===== config.mk =====
export PLATFORM = sky130hd
export DESIGN_NAME = rc4_key_sequencer
export DESIGN_NICKNAME = d
export VERILOG_FILES = /design/src/rtl/rc4_pkg.sv /design/src/rtl/msg_checker.sv /design/src/rtl/rc4_key_sequencer.sv
export SDC_FILE = /design/constraint.sdc
export NUM_CORES = 1
export LEC_CHECK = 0
export ABC_AREA = 1
export BUFFER_PORTS_ARGS = -buffer_cell sky130_fd_sc_hd__buf_2
export CAP_MARGIN = 25
export CORE_MARGIN = 2
export CORE_UTILIZATION = 36
export CTS_CLUSTER_SIZE = 24
export DETAILED_ROUTE_END_ITERATION = 10
export MAX_ROUTING_LAYER = met4
export PLACE_DENSITY_LB_ADDON = 0.12
export SYNTH_ARGS = -nofsm -noshare
export SYNTH_HDL_FRONTEND = slang
export SYNTH_HIERARCHICAL = 1
export SYNTH_SLANG_ARGS = --single-unit

===== constraint.sdc =====
create_clock -name clk -period 3.1 [get_ports clk]
set_input_delay 0.31 -clock clk [delete_from_list [all_inputs] [get_ports clk]]
set_output_delay 0.31 -clock clk [all_outputs]
set_load 0.01 [all_outputs]

===== src/rtl/rc4_pkg.sv =====
// Shared definitions for the RC4 key-search sequencer: controller mode codes,
// the sequencer state encoding and the plaintext character test.
package rc4_pkg;

    localparam logic [5:0] MODE_IDLE    = 6'b000_000;
    localparam logic [5:0] MODE_INIT    = 6'b001_000;
    localparam logic [5:0] MODE_SHUFFLE = 6'b010_000;
    localparam logic [5:0] MODE_DECRYPT = 6'b011_000;

    // Finish-bus bit owned by each run phase.
    localparam int FIN_INIT    = 0;
    localparam int FIN_SHUFFLE = 1;
    localparam int FIN_DECRYPT = 2;

    typedef enum logic [3:0] {
        ST_IDLE,
        ST_INIT,
        ST_GAP1,
        ST_SHUF,
        ST_GAP2,
        ST_DECR,
        ST_GAP3,
        ST_CHECK,
        ST_NEXT,
        ST_DONE
    } seq_state_t;

    // A decrypted byte counts as plaintext when it is a space or a lowercase letter.
    function automatic logic is_plain_char(input logic [7:0] b);
        return (b == 8'h20) || ((b >= 8'h61) && (b <= 8'h7A));
    endfunction

    // Controller mode presented while the sequencer sits in a given state.
    function automatic logic [5:0] mode_of(input seq_state_t s);
        case (s)
            ST_INIT: return MODE_INIT;
            ST_SHUF: return MODE_SHUFFLE;
            ST_DECR: return MODE_DECRYPT;
            default: return MODE_IDLE;
        endcase
    endfunction

endpackage


===== src/rtl/msg_checker.sv =====
// Streams the result RAM and tests every byte for plaintext validity.
// While i_go is high the read address walks 0..2**LOG_LEN-1; data returns one
// cycle later and is tested as it arrives. o_fail pulses on the first bad byte,
// o_pass pulses when the last byte arrives valid. Dropping i_go rewinds the
// stream and discards any read still in flight.
module msg_checker
    import rc4_pkg::*;
#(
    parameter int RAM_WIDTH = 8,
    parameter int LOG_LEN   = 5
) (
    input  logic                 clk,
    input  logic                 reset,
    input  logic                 i_go,
    input  logic [RAM_WIDTH-1:0] i_rdata,
    output logic [LOG_LEN-1:0]   o_raddr,
    output logic                 o_pass,
    output logic                 o_fail
);

    localparam logic [LOG_LEN-1:0] ADDR_LAST = {LOG_LEN{1'b1}};

    logic [LOG_LEN-1:0] r_addr;
    logic               r_issued_all;
    logic               r_vld;
    logic               r_last;
    logic               w_byte_ok;

    // Address generator plus a one-stage tag pipeline aligned with RAM read latency.
    always_ff @(posedge clk or posedge reset) begin
        if (reset) begin
            r_addr       <= '0;
            r_issued_all <= 1'b0;
            r_vld        <= 1'b0;
            r_last       <= 1'b0;
        end else if (!i_go) begin
            r_addr       <= '0;
            r_issued_all <= 1'b0;
            r_vld        <= 1'b0;
            r_last       <= 1'b0;
        end else begin
            r_vld  <= !r_issued_all;
            r_last <= !r_issued_all && (r_addr == ADDR_LAST);
            if (r_addr == ADDR_LAST) begin
                r_issued_all <= 1'b1;
            end else begin
                r_addr <= r_addr + 1'b1;
            end
        end
    end

    assign w_byte_ok = is_plain_char(i_rdata[7:0]);
    assign o_raddr   = r_addr;
    assign o_fail    = i_go && r_vld && !w_byte_ok;
    assign o_pass    = i_go && r_vld && r_last && w_byte_ok;

endmodule


===== src/rtl/rc4_key_sequencer.sv =====
// Brute-force key sequencer for the RC4 decryption core. For each candidate key
// it runs the RAM controller through init, shuffle and decrypt, then scans the
// result RAM for plaintext. Stops on the first valid message or after KEY_MAX.
// Optional feature: define RC4_SEQ_TIMEOUT_EN to build a per-phase watchdog that
// aborts the search with error=1 after TIMEOUT_CYCLES cycles in one run phase.
module rc4_key_sequencer
    import rc4_pkg::*;
#(
    parameter int RAM_WIDTH          = 8,
    parameter int KEY_LENGTH         = 3,
    parameter int NUM_DEVICES        = 3,
    parameter int MESSAGE_LOG_LENGTH = 5,
    parameter logic [KEY_LENGTH*RAM_WIDTH-1:0] KEY_MAX = 24'h3FFFFF,
    parameter int unsigned TIMEOUT_CYCLES = 4096
) (
    input  logic                                  clk,
    input  logic                                  reset,
    input  logic                                  start,
    output logic [5:0]                            mode,
    output logic [KEY_LENGTH-1:0][RAM_WIDTH-1:0]  key,
    input  logic [NUM_DEVICES-1:0]                finish_bus,
    output logic [MESSAGE_LOG_LENGTH-1:0]         rAddr,
    input  logic [RAM_WIDTH-1:0]                  rOut,
    output logic                                  busy,
    output logic                                  done,
    output logic                                  found,
    output logic                                  error
);

    localparam int KEY_BITS = KEY_LENGTH * RAM_WIDTH;

    seq_state_t          r_state;
    seq_state_t          w_next_state;
    logic                r_armed;
    logic [5:0]          r_mode;
    logic [KEY_BITS-1:0] r_key;
    logic                r_busy;
    logic                r_done;
    logic                r_found;

    logic                w_run;
    logic                w_fin;
    logic                w_restart;
    logic                w_timeout;
    logic                w_chk_go;
    logic                w_chk_pass;
    logic                w_chk_fail;

    logic [5:0]          w_mode_next;
    logic [KEY_BITS-1:0] w_key_next;
    logic                w_busy_next;
    logic                w_done_next;
    logic                w_found_next;

    assign w_chk_go = (r_state == ST_CHECK);

    msg_checker #(
        .RAM_WIDTH (RAM_WIDTH),
        .LOG_LEN   (MESSAGE_LOG_LENGTH)
    ) u_msg_checker (
        .clk     (clk),
        .reset   (reset),
        .i_go    (w_chk_go),
        .i_rdata (rOut),
        .o_raddr (rAddr),
        .o_pass  (w_chk_pass),
        .o_fail  (w_chk_fail)
    );

    // State register and registered outputs, all loaded from the next-state view.
    // NOTE: sequential state uses non-blocking assignments so every register samples pre-edge values.
    always_ff @(posedge clk or posedge reset) begin
        if (reset) begin
            r_state <= ST_IDLE;
            r_armed <= 1'b0;
            r_mode  <= MODE_IDLE;
            r_key   <= '0;
            r_busy  <= 1'b0;
            r_done  <= 1'b0;
            r_found <= 1'b0;
        end else begin
            r_state <= w_next_state;
            // The arm flag restarts on every state change; it sets once the
            // owning finish bit has been seen low, so a stale high is ignored.
            if (w_next_state != r_state) begin
                r_armed <= 1'b0;
            end else if (w_run && !w_fin) begin
                r_armed <= 1'b1;
            end
            r_mode  <= w_mode_next;
            r_key   <= w_key_next;
            r_busy  <= w_busy_next;
            r_done  <= w_done_next;
            r_found <= w_found_next;
        end
    end

    // Next-state decision, including the phase handshake and the CHECK outcome.
    // NOTE: every always_comb output gets a default first so no path can infer a latch.
    always_comb begin
        w_next_state = r_state;
        w_run        = 1'b0;
        w_fin        = 1'b0;
        w_restart    = 1'b0;
        case (r_state)
            ST_IDLE: begin
                if (start) begin
                    w_restart    = 1'b1;
                    w_next_state = ST_INIT;
                end
            end
            ST_INIT: begin
                w_run = 1'b1;
                w_fin = finish_bus[FIN_INIT];
                if (w_fin && r_armed) w_next_state = ST_GAP1;
            end
            ST_GAP1: w_next_state = ST_SHUF;
            ST_SHUF: begin
                w_run = 1'b1;
                w_fin = finish_bus[FIN_SHUFFLE];
                if (w_fin && r_armed) w_next_state = ST_GAP2;
            end
            ST_GAP2: w_next_state = ST_DECR;
            ST_DECR: begin
                w_run = 1'b1;
                w_fin = finish_bus[FIN_DECRYPT];
                if (w_fin && r_armed) w_next_state = ST_GAP3;
            end
            ST_GAP3: w_next_state = ST_CHECK;
            ST_CHECK: begin
                if (w_chk_fail) begin
                    w_next_state = ST_NEXT;
                end else if (w_chk_pass) begin
                    w_next_state = ST_DONE;
                end
            end
            ST_NEXT: begin
                w_next_state = (r_key == KEY_MAX) ? ST_DONE : ST_INIT;
            end
            ST_DONE: begin
                if (start) begin
                    w_restart    = 1'b1;
                    w_next_state = ST_INIT;
                end
            end
            default: w_next_state = ST_IDLE;
        endcase
        // The watchdog only acts when the phase is not already leaving on its own.
        if (w_timeout && (w_next_state == r_state)) begin
            w_next_state = ST_DONE;
        end
    end

    // Output values that the registers take on entry to the next state.
    always_comb begin
        w_mode_next  = mode_of(w_next_state);
        w_busy_next  = !((w_next_state == ST_IDLE) || (w_next_state == ST_DONE));
        w_done_next  = (w_next_state == ST_DONE);
        w_found_next = (w_next_state == ST_DONE) &&
                       ((r_state == ST_DONE) ? r_found : (r_state == ST_CHECK));
        w_key_next   = r_key;
        if (w_restart) begin
            w_key_next = '0;
        end else if ((r_state == ST_NEXT) && (w_next_state == ST_INIT)) begin
            w_key_next = r_key + 1'b1;
        end
    end

`ifdef RC4_SEQ_TIMEOUT_EN
    localparam int TMO_W = $clog2(TIMEOUT_CYCLES + 1);

    logic [TMO_W-1:0] r_tmo_cnt;
    logic             r_error;

    // Per-phase cycle counter; it idles at zero outside run states, so it is clear on entry.
    always_ff @(posedge clk or posedge reset) begin
        if (reset) begin
            r_tmo_cnt <= '0;
        end else if (w_run) begin
            r_tmo_cnt <= r_tmo_cnt + 1'b1;
        end else begin
            r_tmo_cnt <= '0;
        end
    end

    assign w_timeout = w_run && (r_tmo_cnt == TMO_W'(TIMEOUT_CYCLES - 1));

    // Error flag set by a watchdog abort and held through DONE until the next start.
    always_ff @(posedge clk or posedge reset) begin
        if (reset) begin
            r_error <= 1'b0;
        end else begin
            r_error <= (w_next_state == ST_DONE) &&
                       ((r_state == ST_DONE) ? r_error : w_timeout);
        end
    end

    assign error = r_error;
`else
    assign w_timeout = 1'b0;
    assign error     = 1'b0;
`endif

    assign mode  = r_mode;
    assign key   = r_key;
    assign busy  = r_busy;
    assign done  = r_done;
    assign found = r_found;

endmodule


# == Yosys cells after proc, flatten, opt, wreduce, memory -nomap -nowiden ==
# Index checks and enable logic that the tools add are counted.
# totals
output_inout_bits,39
inputBits,14
word_cells,82
reg_bits,46
# classes
addsub,2
n_eq_ne,19
n_reduce_logical,24
mux,24
order_cmp,2
# ops
op,count
$mux W24,2
$pmux W4 S9,1
$mux W4,7
$add A24 B1 Y24 const B,1
$eq A24 B22 Y1 const B,1
$eq A4 B3 Y1 const B,5
$pmux W5 S3,1
$eq A4 B2 Y1 const B,3
$eq A4 B4 Y1 const B,3
$logic_and A1 B1 Y1,12
$mux W1,10
$mux W5,2
$eq A4 B1 Y1 const B,2
$eq A8 B6 Y1 const B,1
$ge A8 B7 Y1 const B,1
$le A8 B7 Y1 const B,1
$logic_not A4 Y1,2
$add A5 B1 Y5 const B,1
$eq A5 B5 Y1 const B,1
$logic_not A1 Y1,4
$ne A2 B2 Y1 const B,2
$ne A4 B4 Y1,1
$reduce_bool A2 Y1,2
$pmux W1 S3,1
other kinds (3),4

# == Depth between registers and ports, before layout ==
# depth
depth_word,11
mapped_depth,17
mapped_depth_nobuf,16

# == Cells and area by module ==
# Netlist, hierarchy kept.
# by_module_without_submodules
mod,cells_each,area_each_um2,n_inst
rc4_key_sequencer,371,2434.8,1
msg_checker,61,454.2,1

# == Worst setup path before layout ==
# Ideal clock, no wire load.
# synth_timing
path_type,reg2reg
from,reg r_state[3]
to,"reg r_key[10], in the netlist key[10]"
path_stages_with_launch,18
n_path_buf,3
arrival_time_ns,2.068
setup_ns,0.117
path_slack_ns,0.915
cell_sequence,dfrtp_1 buf_4 inv_2 nand2_1 nor2_2 buf_4 nand2_1 a21oi_1 inv_1 nand2_1 nand3_1 nor2_1 nor2_4 nand3_4 nand2_4 buf_6 nand2_1 nand2_1
# synth_via
word_cells_on_any_way,27
# synth_rtl
element,line,text
from (decl),rc4_key_sequencer.sv:32,seq_state_t r_state;
from (signal assigned),rc4_key_sequencer.sv:82,r_state <= w_next_state;
$eq A4 B3 Y1,rc4_key_sequencer.sv:55,assign w_chk_go = (r_state == ST_CHECK);
named net w_chk_go,rc4_key_sequencer.sv:45,logic w_chk_go;
$logic_and A1 B1 Y1 (2 in a row),msg_checker.sv:54,assign o_fail = i_go && r_vld && !w_byte_ok;
named net w_chk_fail,rc4_key_sequencer.sv:47,logic w_chk_fail;
$mux W4,rc4_key_sequencer.sv:131,if (w_chk_fail) begin
$pmux W4 S9,rc4_key_sequencer.sv:105,case (r_state)
$eq A4 B1 Y1,rc4_key_sequencer.sv:164,end else if ((r_state == ST_NEXT) && (w_next_state == ST_INIT)) begin
$logic_and A1 B1 Y1,rc4_key_sequencer.sv:164,
$reduce_bool A2 Y1 (no source line),-,
to (signal assigned),rc4_key_sequencer.sv:91,r_key <= w_key_next;
to (decl),rc4_key_sequencer.sv:36,logic [KEY_BITS-1:0] r_key;
# The timed path passes the listed nets, and every way through them passes these cells.
# A chain may end at the register's enable or synchronous reset.

# == Worst setup path after layout ==
# layout_timing
from,reg r_state[3]
to,"reg r_key[16], in the netlist key[16]"
# Same word-level chain as after synthesis.

==> results.yml <==
timing:
  drv_slew: 0
  finalCriticalPeriod_ps: 2530
  final.setup.tns_ps: 0
  setup_violations: 0
  rsz0062_at_grt: "no"
  min_period_over_period_pct: 81.7
  hold_viol: 0
  fmaxAchievable_mhz: 395
  worstMarginPinSlew_ps: 592
  fin_worst_skew_ps: 6.53
  max_slew_margin_pct: 60.4
yosys:
  ys_warn_count: 6
  ys_seq_area_share_pct: 36.4
  synth_compound_area_share_pct: 3.59
  synth_seq_cells: 42
  ys_async_sr_fraction_pct: 100
  synth_xor_xnor_area_share_pct: 4.55
  yosysUniqueCellTypes: 32
  synth-edff-count: 0
  synth_fa_ha_area_share_pct: 1.30
  syn_avg_cell_area_um2: 6.69
  synth_common_cells: "nand2_1, nand3_1, nor2_1"
  netlist_instances: 432
  yosysMostFrequentCell: "nand2_1"
  synth_flop_cell: "dfrtp_1"
  yosys.area_share.simple_pct: 44.0
  synth_top_family_by_area: "simple AND/OR/NAND/NOR gates"
  synth_area_mm2: 0.00289
  yosysTopAreaCell: "dfrtp_1"
  synthMuxAreaShare_pct: 0
  synth.top_cell.area_share_pct: 36.4
  ys_top_cells_by_area: "dfrtp_1, nand2_1, nand3_1, nor2_1, inv_1"
hold_path:
  min_path_type: "input port to register"
  min_path_cells: 4
  min_from: "finish_bus[2]"
  min_to: "mode[4]$_DFF_PP0_"
placed_design:
  hpwl_mm: 5.52
  io_buffers: 47
  finalWeightedCongestion: 0.844
  post_dp_cell_area_mm2: 0.00319
finish:
  finalInstanceArea_mm2: 0.00331
  syn2layout_area_growth_pct: 14.4
  diodes: 0
  nNetsFinal: 496
  drive_gt1_share_pct: 17.5
global_routing:
  grt_pass1_wl_mm: 12.7
  grt_pass1_vias: 2724
  antenna_found_initial: 0
  grt.total_usage_pct: 18.5
  grt_max_degree: 35
  grt_overflow: 0
clock_network:
  htreeDepth: 2
  clk_pin_slew_ps: 80
  root_buffer: "clkbuf_8"
  clkSinkCount: 42
  cts_buffers: 5
  cts_setup_buffers: 0
  clockBufferDepth: 2
  clk_latency_ps: 300
  tritoncts: "done"
setup_path:
  timing.rr.start: "r_state[3]$_DFF_PP0_"
  ff2ff_setup_slack_ps: 570
  cp_max_fo: 23
  start_kind: "register"
  arrival_ps: 2720
  crit_slowest_cell: "dfrtp_1"
  crit_chain: "inv_2 > nand2_1 > nor2_2 > nand2_1 > a21oi_1 > inv_1 > nand2_1 > nand3_1 > nor2_1 > nor2_4 > nand3_4 > nand2_4 > nand2_1 > nand2_1"
  path_class: "register to register"
  r2r_cells: 14
  crit_family: "simple AND/OR/NAND/NOR gates"
  path_common_cell: "nand2_1"
  r2r_end: "key[16]$_DFFE_PP0P_"
  required_ps: 3290
  cp-end-kind: "register"
  worst-path-buf-inv: 2
  cp_slowest_stage_delay_ps: 500
detailed_routing:
  dr.pass1.iters: 4
  avgViaCountPerCell: 4.79
  vias: 2786
  wire_per_inst_um: 12.5
  drc: 0
  drtAntennaViolNets: 0
  wirelength_mm: 7.29
  drt_iter0_markers: 126
flow_run:
  drv_cap: 0
floorplan:
  fp-row-count: 32
  core_mm2: 0.00777
  io_pins: 53
  chipWidth_um: 93.6
  die_y_um: 93.6
  dieArea_mm2: 0.00876
  start_util_pct: 37.2
power_and_ir_drop:
  intPower_uw: 1000
  swShare_pct: 38.9
  power_switching_uw: 641
  pwr-share-seq_pct: 40.3
  ir_worst_vdd_uv: 254
  power_frac_comb_pct: 33.1
  power_density_mw_per_mm2: 498
  clkPwrFrac_pct: 26.6
  power.leakage_uw: 0.00175
status:
  status: "complete, no violations"
-- worst min-delay path: cells and delay by family --
| kind | cells | cell delay (ps) |
|---|---|---|
| AOI/OAI and AO/OA | 1 | 100 |
| and+or+nand+nor | 2 | 170 |
| buffers and inverters | 1 | 90 |
-- kinds of logic (layout without fill, tap and decap cells) --
| logic type | Yosys count | after routing |
|---|---|---|
| xor+xnor | 15 | 15 |
| simple gates | 289 | 289 |
| fa+ha+maj | 3 | 3 |
| flops | 42 | 42 |
| buf+inv | 64 | 108 |
| compound gates | 18 | 18 |
| other cells | 1 | 5 |
-- what timing repair did --
| item | 4_1_cts | 5_1_grt |
|---|---|---|
| gates resized for setup | 0 | 0 |
| hold buffers | 1 | 0 |
| endpoints found under the hold margin | 8 | 0 |
-- how the worst max path moves through the flow --
stage / start / end / depth (start not counted) / slack [ps]
finish: r_state[3]$_DFF_PP0_ / key[16]$_DFFE_PP0P_ / 14 / 570
CTS: r_state[3]$_DFF_PP0_ / key[16]$_DFFE_PP0P_ / 14 / 590
global placement: r_state[3]$_DFF_PP0_ / key[3]$_DFFE_PP0P_ / 14 / 640
global route: r_state[3]$_DFF_PP0_ / key[10]$_DFFE_PP0P_ / 14 / 270
floorplan: r_state[3]$_DFF_PP0_ / key[10]$_DFFE_PP0P_ / 17 / 910
detailed placement: r_state[3]$_DFF_PP0_ / key[12]$_DFFE_PP0P_ / 14 / 600
-- cell type report --
cell class	instances	area, um2
clock inverter	3	40.0
timing repair buffer	52	275
sequential	42	1050
inverter	48	180
multi-input combinational	330	1560
fill	847	4460
clock buffer	5	68.8
tap	102	128
-- power by group through the flow --
stage | combinational [uW] | clock (uW) | sequential [uW]
after floorplan | 421 | 0 | 662
after global placement | 550 | 0 | 674
after detailed placement | 546 | 0 | 673
after CTS | 548 | 455 | 662
after global routing | 626 | 478 | 673
final | 544 | 438 | 662
-- through the flow --
step / util (%) / setup slack, ps / hold slack [ps] / instances / power (uW)
final: 42.6 / 566 / 426 / 582 / 1640
after floorplan: - / 915 / 126 / 436 / 1080
after global placement: 41.0 / 635 / 284 / 573 / 1220
after detailed placement: 41.0 / 600 / 291 / 573 / 1220
after CTS: 42.6 / 590 / 410 / 582 / 1660
after global routing: 42.6 / 271 / 453 / 582 / 1780
-- layout by cell type (no fill, tap or decap), types with 2 or more instances in the layout --
cell / instances
nand2_1: 145
nor2_1: 54
nand3_1: 54
buf_2: 47
dfrtp_1: 42
inv_1: 39
xor2_1: 11
a21oi_1: 10
nor3_1: 9
inv_2: 8
nor2_2: 6
nand4_1: 6
conb_1: 5
clkbuf_8: 5
xnor2_1: 4
buf_4: 4
nor2_4: 3
nand2_2: 3
o211ai_1: 3
ha_1: 3
nand3b_1: 2
o21ai_1: 2
nor3b_1: 2
or2_2: 2
clkinv_2: 2
-- registers in the layout (all words and copies together) (netlist names) --
name / flops
busy: 1
done: 1
found: 1
key: 24
mode: 2
r_armed: 1
r_state: 4
u_msg_checker/o_raddr: 5
u_msg_checker/r_issued_all: 1
u_msg_checker/r_last: 1
u_msg_checker/r_vld: 1
-- per-layer routing --
metal  track usage [%]  up-vias  share of wire [%]
met5                 -        -                  0
met4              3.50        0               0.69
met3              2.98        8                4.6
met2              28.2       62                 45
met1              26.4     1277                 50
li1                  -     1439                  -
Note: power is estimated with default switching activity, not from simulation.
